**src/rtl/snitch_icache_pkg.sv**
```systemverilog
// snitch_icache_pkg: shared instruction-cache configuration plus refill scheduler types.
package snitch_icache_pkg;

   typedef struct packed {
      int unsigned FETCH_AW;
      int unsigned LINE_WIDTH;
      int unsigned LINE_ALIGN;
      int unsigned COUNT_ALIGN;
      int unsigned TAG_WIDTH;
      int unsigned SET_COUNT;
      int unsigned SET_ALIGN;
   } config_t;

   localparam config_t DEFAULT_CFG = '{
      FETCH_AW: 32, LINE_WIDTH: 64, LINE_ALIGN: 4, COUNT_ALIGN: 4,
      TAG_WIDTH: 24, SET_COUNT: 4, SET_ALIGN: 2
   };

   typedef enum logic [1:0] {IDLE, DRAIN, FLUSH, ACK} refill_sched_state_e;

   localparam int unsigned REPL_RR = 0;
   localparam int unsigned REPL_LFSR = 1;

   localparam logic [15:0] LFSR_SEED = 16'hACE1;
   localparam logic [15:0] LFSR_TAPS = 16'hB400;

   // Right-shifting Galois LFSR: feedback from bit 0 is folded into the tap positions.
   function automatic logic [15:0] lfsr_step(input logic [15:0] s);
      return {1'b0, s[15:1]} ^ (s[0] ? LFSR_TAPS : 16'h0000);
   endfunction

endpackage

```
**src/rtl/snitch_icache_victim_sel.sv**
```systemverilog
// snitch_icache_victim_sel: picks the set a refilled line is written to,
// either round-robin or pseudo-random, advancing once per line written.
module snitch_icache_victim_sel import snitch_icache_pkg::*; #(
   parameter int unsigned SET_COUNT = 4,
   parameter int unsigned SET_ALIGN = 2,
   parameter int unsigned REPLACE = REPL_RR
) (
   input  logic                 clk_i,
   input  logic                 rst_ni,
   input  logic                 advance,
   input  logic                 clear,
   output logic [SET_ALIGN-1:0] victim
);

   if (SET_COUNT <= 1) begin : gen_single
      logic unused_in;
      assign unused_in = ^{clk_i, rst_ni, advance, clear};
      assign victim = '0;
   end else if (REPLACE == REPL_LFSR) begin : gen_lfsr
      // The LFSR deliberately survives flushes; only reset reseeds it.
      logic [15:0] lfsr_q;
      logic unused_clear;
      assign unused_clear = clear;
      always_ff @(posedge clk_i or negedge rst_ni)
         if (!rst_ni) lfsr_q <= LFSR_SEED;
         else if (advance) lfsr_q <= lfsr_step(lfsr_q);
      assign victim = SET_ALIGN'(32'(lfsr_q[SET_ALIGN-1:0]) % SET_COUNT);
   end else begin : gen_rr
      logic [SET_ALIGN-1:0] cnt_q;
      always_ff @(posedge clk_i or negedge rst_ni)
         if (!rst_ni) cnt_q <= '0;
         else if (clear) cnt_q <= '0;
         else if (advance) cnt_q <= (cnt_q == SET_ALIGN'(SET_COUNT - 1)) ? '0 : cnt_q + SET_ALIGN'(1);
      assign victim = cnt_q;
   end

endmodule

```
**src/rtl/snitch_icache_refill_sched.sv**
```systemverilog
// snitch_icache_refill_sched: buffers returning line refills, splits them into index/tag,
// picks a victim set and writes them into the lookup; also sequences cache flushes.
module snitch_icache_refill_sched import snitch_icache_pkg::*; #(
   parameter config_t     CFG        = DEFAULT_CFG,
   parameter int unsigned FIFO_DEPTH = 2,
   parameter int unsigned REPLACE    = REPL_RR
) (
   input  logic                       clk_i,
   input  logic                       rst_ni,
   input  logic [CFG.FETCH_AW-1:0]    refill_addr_i,
   input  logic [CFG.LINE_WIDTH-1:0]  refill_data_i,
   input  logic                       refill_error_i,
   input  logic                       refill_valid_i,
   output logic                       refill_ready_o,
   output logic [CFG.COUNT_ALIGN-1:0] write_addr_o,
   output logic [CFG.SET_ALIGN-1:0]   write_set_o,
   output logic [CFG.LINE_WIDTH-1:0]  write_data_o,
   output logic [CFG.TAG_WIDTH-1:0]   write_tag_o,
   output logic                       write_error_o,
   output logic                       write_valid_o,
   input  logic                       write_ready_i,
   input  logic                       flush_valid_i,
   output logic                       flush_ready_o,
   output logic                       lookup_flush_valid_o,
   input  logic                       lookup_flush_ready_i,
   output logic                       busy_o
);

   localparam int unsigned PW = FIFO_DEPTH > 1 ? $clog2(FIFO_DEPTH) : 1;
   localparam int unsigned CW = $clog2(FIFO_DEPTH + 1);
   localparam logic [PW-1:0] LAST = PW'(FIFO_DEPTH - 1);
   localparam logic [CW-1:0] DEPTH = CW'(FIFO_DEPTH);

   typedef struct packed {
      logic [CFG.COUNT_ALIGN-1:0] index;
      logic [CFG.TAG_WIDTH-1:0]   tag;
      logic [CFG.LINE_WIDTH-1:0]  data;
      logic                       error;
   } entry_t;

   entry_t              mem_q [FIFO_DEPTH];
   logic [PW-1:0]       rd_q, wr_q;
   logic [CW-1:0]       cnt_q;
   refill_sched_state_e state_q;
   logic                push, pop, empty, full;
   logic [CFG.LINE_ALIGN-1:0] unused_offset;

   assign unused_offset  = refill_addr_i[CFG.LINE_ALIGN-1:0];
   assign empty          = cnt_q == '0;
   assign full           = cnt_q == DEPTH;
   assign refill_ready_o = !full && state_q == IDLE && !flush_valid_i;
   assign push           = refill_valid_i && refill_ready_o;
   assign write_valid_o  = !empty;
   assign pop            = write_valid_o && write_ready_i;
   assign busy_o         = !empty || state_q != IDLE;
   assign {write_addr_o, write_tag_o, write_data_o, write_error_o} = mem_q[rd_q];

   // Storage carries no reset: an empty count already makes stale entries invisible.
   always_ff @(posedge clk_i)
      if (push) mem_q[wr_q] <= '{
         index: refill_addr_i[CFG.LINE_ALIGN +: CFG.COUNT_ALIGN],
         tag:   refill_addr_i[CFG.FETCH_AW-1 : CFG.LINE_ALIGN+CFG.COUNT_ALIGN],
         data:  refill_data_i,
         error: refill_error_i
      };

   always_ff @(posedge clk_i or negedge rst_ni)
      if (!rst_ni) begin
         rd_q  <= '0;
         wr_q  <= '0;
         cnt_q <= '0;
      end else begin
         if (push) wr_q <= wr_q == LAST ? '0 : wr_q + PW'(1);
         if (pop) rd_q <= rd_q == LAST ? '0 : rd_q + PW'(1);
         cnt_q <= cnt_q + CW'(push) - CW'(pop);
      end

   always_ff @(posedge clk_i or negedge rst_ni)
      if (!rst_ni) begin
         state_q              <= IDLE;
         lookup_flush_valid_o <= 1'b0;
         flush_ready_o        <= 1'b0;
      end else begin
         case (state_q)
            IDLE:  if (flush_valid_i) state_q <= DRAIN;
            DRAIN: if (empty) begin
               state_q              <= FLUSH;
               lookup_flush_valid_o <= 1'b1;
            end
            FLUSH: if (lookup_flush_ready_i) begin
               state_q              <= ACK;
               lookup_flush_valid_o <= 1'b0;
               flush_ready_o        <= 1'b1;
            end
            default: begin
               state_q       <= IDLE;
               flush_ready_o <= 1'b0;
            end
         endcase
      end

   snitch_icache_victim_sel #(
      .SET_COUNT (CFG.SET_COUNT),
      .SET_ALIGN (CFG.SET_ALIGN),
      .REPLACE   (REPLACE)
   ) i_victim_sel (
      .clk_i   (clk_i),
      .rst_ni  (rst_ni),
      .advance (pop),
      .clear   (state_q == ACK),
      .victim  (write_set_o)
   );

endmodule

```
**config.mk**
```make
export PLATFORM = sky130hd
export DESIGN_NAME = snitch_icache_refill_sched
export DESIGN_NICKNAME = d
export VERILOG_FILES = /design/src/rtl/snitch_icache_pkg.sv /design/src/rtl/snitch_icache_victim_sel.sv /design/src/rtl/snitch_icache_refill_sched.sv
export SDC_FILE = /design/constraint.sdc
export NUM_CORES = 1
export LEC_CHECK = 0
export BUFFER_PORTS_ARGS = -buffer_cell sky130_fd_sc_hd__buf_4
export CAP_MARGIN = 20
export CORE_MARGIN = 3
export CORE_UTILIZATION = 45
export CTS_BUF_LIST = sky130_fd_sc_hd__clkbuf_4 sky130_fd_sc_hd__clkbuf_8
export DETAILED_ROUTE_END_ITERATION = 16
export PLACE_DENSITY = 0.7
export SYNTH_ARGS = -nofsm -noshare
export SYNTH_HDL_FRONTEND = slang
export SYNTH_HIERARCHICAL = 1
export SYNTH_SLANG_ARGS = --single-unit
```
**constraint.sdc**
```tcl
create_clock -name clk_i -period 8.7 [get_ports clk_i]
set_clock_uncertainty 0.1 [all_clocks]
set_input_delay 2.61 -clock clk_i [delete_from_list [all_inputs] [get_ports clk_i]]
set_output_delay 2.61 -clock clk_i [all_outputs]
set_load 0.05 [all_outputs]
```
==> results.toml, run 1 <==
[hold_path]
hold_start = "flush_ready_o"
worstHoldEndpoint = "flush_ready_o"
whs_path_depth = 1
hold_class = "reg -> reg"

[final_layout]
final_cell_mix = "buf_4, edfxtp_1, mux2_2, clkbuf_8, dfrtp_1"
finalInstanceArea_um2 = 9398
drive_gt1_share_pct = 58.51
area_growth_pct = 29.14
num_antenna_cells = 0
nFillCells = 1176
mostFrequentLayoutCell = "buf_4"
final_cell_count_no_fill = 775
nets = 661

[floorplan]
dieHeight_um = 133.2
ios = 203
start_util_pct = 47.00
rows = 45
core_area_um2 = 15480
die_area_um2 = 17730
die_x_um = 133.2

[clock_tree]
post-cts-setup-buffers = 0
worstSkewPairLatency_ns = 0.45
ctsHoldBuffers = 0
cts_tree = "yes"
cts_sinks = 196
clock_path_buffers = 2
clockRootBuffer = "clkbuf_8"
htree_levels = 4
cts_resized = 0
cts_buffers = 17
clk_pin_slew_worst_paths_ns = 0.09

[timing]
relSlewSlack_pct = 33.57
setup_tns_ns = 0
tightest_slew_ns = 0.9964
finalHoldViolCount = 0
layout_min_cycle_time_ns = 6.018
slew_violations = 0
finalSetupViolCount = 0
setup_ws_ns = 2.682
rsz0062_at_grt = "no"
max_freq_mhz = 166.2
finalCritPeriodShare_pct = 69.17

[grt]
busiest_layer = "met2"
grt_pass1_vias = 3933
grt_usage_pct = 15.12
grt_max_degree = 75
antenna_found_initial = 0
grt_pass1_wl_um = 20570
grt_use_met1_pct = 18.21
gr-total-overflow = 0
gr-usage-met2_pct = 24.27
gr-usage-met3_pct = 6.986

[setup_path]
critPathBufInv = 2
cpPeakStageDelay_ns = 0.23
r2r_end = "mem_q[1][29]"
path_max_fanout = 3
reg2reg_depth = 6
crit_top_cell = "buf_4"
worstSetupPathType = "in -> out"
critPathSlowestCell = "buf_4"
critPathLaunchType = "input port"
rr_startpoint = "state_q[0]"
rrSetupSlack_ns = 5.78
required_ns = 5.99
cp-end-kind = "output pin"
worstPathArrival_ns = 3.31
crit_chain = "buf_4 > nand2b_1 > a21oi_1 > buf_4"
cp_top_family = "buffers and inverters"

[yosys]
netlist_instances = 340
synth_top_cell_by_area = "edfxtp_1"
synth_top_area_share_pct = 76.75
ys_warn_count = 6
ys_top_cells_by_area = "edfxtp_1, mux2_2, dfrtp_1"
synth.cell_area_um2 = 7277
avgSynthCellArea_um2 = 21.40
syn_nets = 450
synth-seq-area-share_pct = 80.19
synthDistinctLibCells = 26
ys_ff_latch = 196

[placement]
dpl_cell_area_um2 = 8996
place_inst = 743
pre_cts_ws_ns = 2.696
place.gp.congestion = 0.7432
dp_hpwl_um = 9004
portBuffers = 198

[drt]
dr.pass1.iters = 4
drc = 0
drt_iter0_drc = 183
vias = 3768
wirelength_um = 13400
vias_per_cell = 4.862
ant_nets = 0
wire_per_inst_um = 17.29

[power_and_ir_drop]
ir_worst_vdd_v = 0.0001910
power.density_nw_per_um2 = 318.6
leakage_uw = 0.003487

[job]
max-cap-violations = 0

[run_status]
status = "finished clean"
-- area by class of cell --
class | count | area (um^2) | area share (%)
Sequential cell | 196 | 5839 | 62.14
Timing Repair Buffer | 202 | 1529 | 16.27
Multi-Input combinational cell | 128 | 1341 | 14.27
Tap cell | 211 | 264.0 | 2.809
Clock buffer | 18 | 241.5 | 2.570
Clock inverter | 14 | 160.2 | 1.704
Inverter | 6 | 22.52 | 0.2396
-- power breakdown --
group | internal (uW) | switching [uW]
Clock | 285 | 296
Sequential | 1130 | 53.3
Combinational | 430 | 805
Total | 1840 | 1150
-- worst max path at each step --
| stage | startpoint | to | slack [ns] | depth (start not counted) |
|---|---|---|---|---|
| floorplan | flush_valid_i | mem_q[0][0] | 1.13 | 3 |
| global placement | flush_valid_i | refill_ready_o | 2.69 | 4 |
| detailed placement | flush_valid_i | refill_ready_o | 2.70 | 4 |
| CTS | flush_valid_i | refill_ready_o | 2.69 | 4 |
| global route | flush_valid_i | refill_ready_o | 2.63 | 4 |
| finish | flush_valid_i | refill_ready_o | 2.68 | 4 |
-- routing by layer --
| layer | wire length [um] | share of wire (%) |
|---|---|---|
| met1 | 5268 | 39 |
| met2 | 6696 | 50 |
| met3 | 1270 | 9.5 |
| met4 | 163 | 1.2 |
| met5 | 0 | 0 |
-- synthesized netlist by cell type (all sizes together) --
| library cell | count |
|---|---|
| xnor2 | 3 |
| a21oi | 3 |
| o32a | 1 |
| o2bb2ai | 1 |
| nand2b | 3 |
| or3b | 1 |
| and3 | 1 |
| mux2 | 94 |
| nand2 | 2 |
| o21ai | 1 |
| inv | 6 |
| buf | 10 |
| nor2 | 4 |
| a22oi | 1 |
| nor3b | 1 |
| dfrtp | 10 |
| xor2 | 1 |
| nor2b | 1 |
| mux2i | 1 |
| ha | 7 |
| a211o | 1 |
| nand3 | 1 |
| edfxtp | 186 |
-- per-stage QoR --
stage	total power, uW	hold slack, ns	utilization (%)
floorplan	2121	0.3608	-
global placement	2427	0.4050	57.97
detailed placement	2447	0.4209	58.10
CTS	3029	0.4534	60.69
global route	3123	0.4656	60.69
finish	2994	0.4493	60.69
-- worst reg2reg max path, stage by stage (launching register included) --
cell and delay, ns:
dfrtp_1 0.42, inv_1 0.12, ha_1 0.26, nand2b_1 0.13, a21oi_1 0.19, and3_4 0.62, buf_4 0.71
-- flip-flops by register name (all words and copies together), names as in the netlist --
signal	count
mem_q	186
cnt_q	2
i_victim_sel/victim	2
state_q	2
flush_ready_o	1
lookup_flush_valid_o	1
rd_q	1
wr_q	1
-- logic make-up after synthesis --
family | synth area share (%)
flip-flops | 80.19
multiplexers | 14.68
buffers and inverters | 1.547
AND/OR/NAND/NOR | 1.032
AO/OA/AOI/OAI | 0.8598
adder cells (fa/ha/maj) | 1.204
XOR/XNOR | 0.4815
Note: power is estimated with default switching activity, not from simulation.
==> run 2, diff against run 1 <==
==> constraint.sdc (replaced) <==
create_clock -name clk_i -period 6.22 [get_ports clk_i]
set_clock_uncertainty 0.1 [all_clocks]
set_input_delay 1.866 -clock clk_i [delete_from_list [all_inputs] [get_ports clk_i]]
set_output_delay 1.866 -clock clk_i [all_outputs]
set_load 0.05 [all_outputs]
==> run 2 against run 1 <==
  * Sequential cell count stayed put
  * Register-to-register slack got worse by 2.4 ns
  * Die area unchanged
  * Critical path depth did not move
  * Critical path type unchanged
  * Critical endpoint unchanged
==> results.toml, run 2 (synthesized netlist as in run 1, its figures left out) <==
[setup_path]
path_max_fanout = 3
required_ns = 4.25
cp-end-kind = "output pin"
cp_top_family = "buffers and inverters"
worstPathArrival_ns = 2.62
cpPeakStageDelay_ns = 0.24
reg2reg_depth = 7
critPathLaunchType = "input port"
crit_chain = "buf_4 > nand2b_1 > a21oi_1 > buf_4"
crit_cells = 4
critPathSlowestCell = "buf_4"
critPathBufInv = 2
crit_top_cell = "buf_4"
worstSetupPathType = "in -> out"

[grt]
gr-total-overflow = 0
grt_pass1_wl_um = 20870
grt_pass1_vias = 4014
grt_max_degree = 78
antenna_found_initial = 0
grt_usage_pct = 15.08

[final_layout]
drive_gt1_share_pct = 59.04
multi_input_area_um2 = 1341
num_antenna_cells = 0
final_cell_mix = "buf_4, edfxtp_1, mux2_2, clkbuf_8, dfrtp_1"
nets = 661
largest_reg_flops = 186
seqCellArea_um2 = 5839
area_growth_pct = 29.06
nFillCells = 1156
fin_util_pct = 60.65
mostFrequentLayoutCell = "buf_4"
largest_register = "mem_q"

[timing]
finalCritPeriodShare_pct = 73.79
tightest_slew_ns = 0.9107
relSlewSlack_pct = 39.29
finalSetupViolCount = 0
setup_tns_ns = 0
layout_min_cycle_time_ns = 4.590
rsz0062_at_grt = "no"
finalHoldViolCount = 0
slew_violations = 0
max_freq_mhz = 217.9

[power_and_ir_drop]
ir_worst_vdd_v = 0.0002760
leakage_uw = 0.003494
power.density_nw_per_um2 = 441.7

[hold_path]
hold_class = "reg -> reg"
whs_path_depth = 1

[drt]
drc = 0
dr.pass1.iters = 4
drt_iter0_drc = 221
ant_nets = 0
wire_per_inst_um = 17.28
vias = 3722
wirelength_um = 13390
vias_per_cell = 4.803

[floorplan]
die_area_um2 = 17730
start_util_pct = 47.00
die_x_um = 133.2
dieHeight_um = 133.2
ios = 203
rows = 45
core_area_um2 = 15480

[clock_tree]
cts_tree = "yes"
cts_resized = 0
clockRootBuffer = "clkbuf_8"
post-cts-setup-buffers = 0
cts_buffers = 17
clk_pin_slew_worst_paths_ns = 0.09
htree_levels = 4
ctsHoldBuffers = 0
clock_path_buffers = 2
cts_sinks = 196
worstSkewPairLatency_ns = 0.44

[placement]
portBuffers = 198
dp_hpwl_um = 8829
place.gp.congestion = 0.7926

[job]
max-cap-violations = 0

[run_status]
status = "finished clean"
## run 2: changes by cell type in the layout (fill, tap and decap cells not counted), moves of 2 or more
cell        previous run  this run
clkinv_1               3         0
clkinvlp_4             3         1
bufinv_16              3         1
clkbuf_8              17        19
clkinv_2               2         4
inv_6                  2         5
## run 2: worst register-to-register path, delay by kind of cell (launching register included)
| family | cells | cell delay (ns) |
|---|---|---|
| simple gates | 2 | 0.74 |
| buf+inv | 3 | 0.75 |
| fa+ha+maj | 1 | 0.27 |
| flops | 1 | 0.42 |
| compound gates | 1 | 0.23 |
## run 2: worst paths after layout
kind / from / slack (ns) / to
worst max register to register: state_q[0] / 3.41 / mem_q[1][10]
max in group asynchronous: rst_ni / 4.71 / rd_q
worst min-delay path: flush_ready_o / 0.43 / flush_ready_o
min in group asynchronous: rst_ni / 1.14 / cnt_q[0]
worst min register to register: flush_ready_o / 0.43 / flush_ready_o
worst max-delay path: flush_valid_i / 1.63 / refill_ready_o
## run 2: report_power, final
part	switching, uW	internal, uW
Sequential	133	1570
Clock	435	346
Combinational	1060	602
Total	1630	2520
## run 2: metal layers
metal | up-vias | GRT usage, % | share of wire (%)
li1 | 1750 | - | -
met1 | 1818 | 18.53 | 41
met2 | 133 | 24.72 | 49
met3 | 21 | 5.438 | 8.3
met4 | 0 | 5.600 | 2.1
met5 | - | 0 | 0
## run 2: final cells by class
cell class | instances | area share, %
clock buffers | 19 | 2.784
well taps | 211 | 2.811
flip-flops and latches | 196 | 62.18
inverters | 6 | 0.2398
repair buffers | 202 | 16.41
multi-input cells | 128 | 14.28
clock inverters | 13 | 1.292
## run 2: per-stage QoR
stage / setup slack [ns] / power [uW] / hold WS (ns) / instance area (um^2) / std cells
global route: 1.491 / 4328 / 0.4548 / 9392 / 775
finish: 1.630 / 4148 / 0.4344 / 9392 / 775
floorplan: 0.4874 / 2964 / 0.3788 / 7279 / 340
detailed placement: 1.651 / 3411 / 0.4104 / 8989 / 742
CTS: 1.575 / 4197 / 0.4364 / 9371 / 774
global placement: 1.690 / 3393 / 0.4123 / 8989 / 742
==> run 3, diff against run 2 <==
--- a/config.mk
+++ b/config.mk
@@ -11,7 +11,7 @@
 export CORE_UTILIZATION = 45
 export CTS_BUF_LIST = sky130_fd_sc_hd__clkbuf_4 sky130_fd_sc_hd__clkbuf_8
 export DETAILED_ROUTE_END_ITERATION = 16
-export PLACE_DENSITY = 0.7
+export PLACE_DENSITY = 0.73
 export SYNTH_ARGS = -nofsm -noshare
 export SYNTH_HDL_FRONTEND = slang
 export SYNTH_HIERARCHICAL = 1
==> constraint.sdc (replaced) <==
create_clock -name clk_i -period 4.1 [get_ports clk_i]
set_clock_uncertainty 0.1 [all_clocks]
set_input_delay 1.23 -clock clk_i [delete_from_list [all_inputs] [get_ports clk_i]]
set_output_delay 1.23 -clock clk_i [all_outputs]
set_load 0.05 [all_outputs]
==> run 3 against run 2 <==
  * Die area did not move
  * Non-clock buffer count grew 2
  * Wire length is 4.1% higher
  * Sequential cell count unchanged
  * Setup slack got worse by 1.0 ns
  * Clock power grew 65%
  * First-iteration DRC count up 7.2%
  * Sequential power is 49% higher
  * Critical path depth decreased by 1
  * Cell count grew 0.26%
  * Combinational power grew 58%
  * Global-route usage increased by 1.0 points
  * Largest cell class unchanged
  * Highest routed layer unchanged
==> results.toml, run 3 (synthesized netlist as in run 1, its figures left out) <==
[timing]
relSlewSlack_pct = 67.15
timing.hold.ws_ns = 0.4449
max_freq_mhz = 285.4
layout_min_cycle_time_ns = 3.504
rsz0062_at_grt = "no"
setup_tns_ns = 0
finalSetupViolCount = 0
finalHoldViolCount = 0
tightest_slew_ns = 0.4927
slew_violations = 0
finalCritPeriodShare_pct = 85.46

[hold_path]
hold_class = "reg -> reg"

[placement]
portBuffers = 198
dp_hpwl_um = 9360
dpl_cell_area_um2 = 9036
place_inst = 745
place.gp.congestion = 0.7711

[job]
max-cap-violations = 0

[clock_tree]
cts_sinks = 196
ctsHoldBuffers = 0
clockRootBuffer = "clkbuf_8"
clock_path_buffers = 2
cts_resized = 0
cts_buffers = 17
worstSkewPairLatency_ns = 0.45
post-cts-setup-buffers = 0
htree_levels = 4
cts_tree = "yes"
clk_pin_slew_worst_paths_ns = 0.10

[drt]
vias = 3806
drt_iter0_drc = 237
wirelength_um = 13940
drc = 0
wire_per_inst_um = 17.94
ant_nets = 0
dr.pass1.iters = 4
vias_per_cell = 4.898

[final_layout]
nFillCells = 1159
finalInstanceArea_um2 = 9458
nets = 663
final_cell_count_no_fill = 777
num_antenna_cells = 0
area_growth_pct = 29.97
drive_gt1_share_pct = 59.01
largest_register = "mem_q"
mostFrequentLayoutCell = "buf_4"
final_cell_mix = "buf_4, edfxtp_1, mux2_2, clkbuf_8, dfrtp_1"
largest_reg_flops = 186

[setup_path]
critPathSlowestCell = "dfrtp_4"
crit_chain = "buf_4 > mux2_2 > buf_4"
required_ns = 2.77
crit_top_cell = "buf_4"
cpPeakStageDelay_ns = 0.76
worstPathArrival_ns = 2.17
critPathLaunchType = "flop"
cp-end-kind = "output pin"
path_max_fanout = 34
worstSetupPathType = "reg -> out"

[floorplan]
core_area_um2 = 15480
start_util_pct = 47.00
dieHeight_um = 133.2
die_area_um2 = 17730
rows = 45
ios = 203
die_x_um = 133.2

[grt]
gr-total-overflow = 0
antenna_found_initial = 0
grt_max_degree = 73
grt_pass1_wl_um = 22060
grt_pass1_vias = 4248
grt_usage_pct = 16.08

[power_and_ir_drop]
ir_worst_vdd_v = 0.0004402
leakage_uw = 0.003522
power.density_nw_per_um2 = 680.7

[run_status]
status = "finished clean"
==> run 3: final timing paths <==
path | from | endpoint | slack, ns | cells after the start
max | rd_q | write_data_o[23] | 0.60 | 3
min | lookup_flush_valid_o | lookup_flush_valid_o | 0.44 | 1
max reg2reg | state_q[0] | mem_q[1][56] | 1.86 | 6
min reg2reg | lookup_flush_valid_o | lookup_flush_valid_o | 0.44 | 1
max in group asynchronous | rst_ni | rd_q | 3.23 | 1
min in group asynchronous | rst_ni | flush_ready_o | 0.49 | 1
==> run 3: through the flow <==
stage                     utilization [%]  total power [uW]  setup WS [ns]
after floorplan                         -              4492        0.02765
after global placement              58.36              5173         0.8278
after detailed placement            58.36              5216         0.8252
after CTS                           61.08              6516         0.5052
after global routing                61.08              6709         0.4708
final                               61.08              6438         0.5961
==> run 3: area by class of cell <==
cell class	count	area (um^2)	area share, %
well taps	211	264.0	2.791
flip-flops and latches	196	5839	61.74
clock inverters	12	165.2	1.746
inverters	6	22.52	0.2381
multi-input cells	128	1341	14.18
clock buffers	20	256.5	2.712
repair buffers	204	1569	16.59
==> run 3: critical path: cells and delay by family (launching register included) <==
family,cells,cell delay (ns)
DFF,1,0.76
buffers and inverters,2,0.57
muxes,1,0.39
==> run 3: layer usage <==
| layer | GRT usage [%] | up-vias | wire length (um) |
|---|---|---|---|
| li1 | - | 1751 | - |
| met3 | 5.929 | 16 | 1187 |
| met4 | 4.971 | 0 | 175 |
| met1 | 19.40 | 1890 | 5527 |
| met5 | 0 | - | 0 |
| met2 | 27.17 | 149 | 7052 |
==> run 3: report_power, final <==
group | leakage (uW) | switching (uW) | internal, uW
Combinational | 0.00151 | 1690 | 931
Sequential | 0.00180 | 142 | 2390
Clock | 0.000213 | 653 | 637
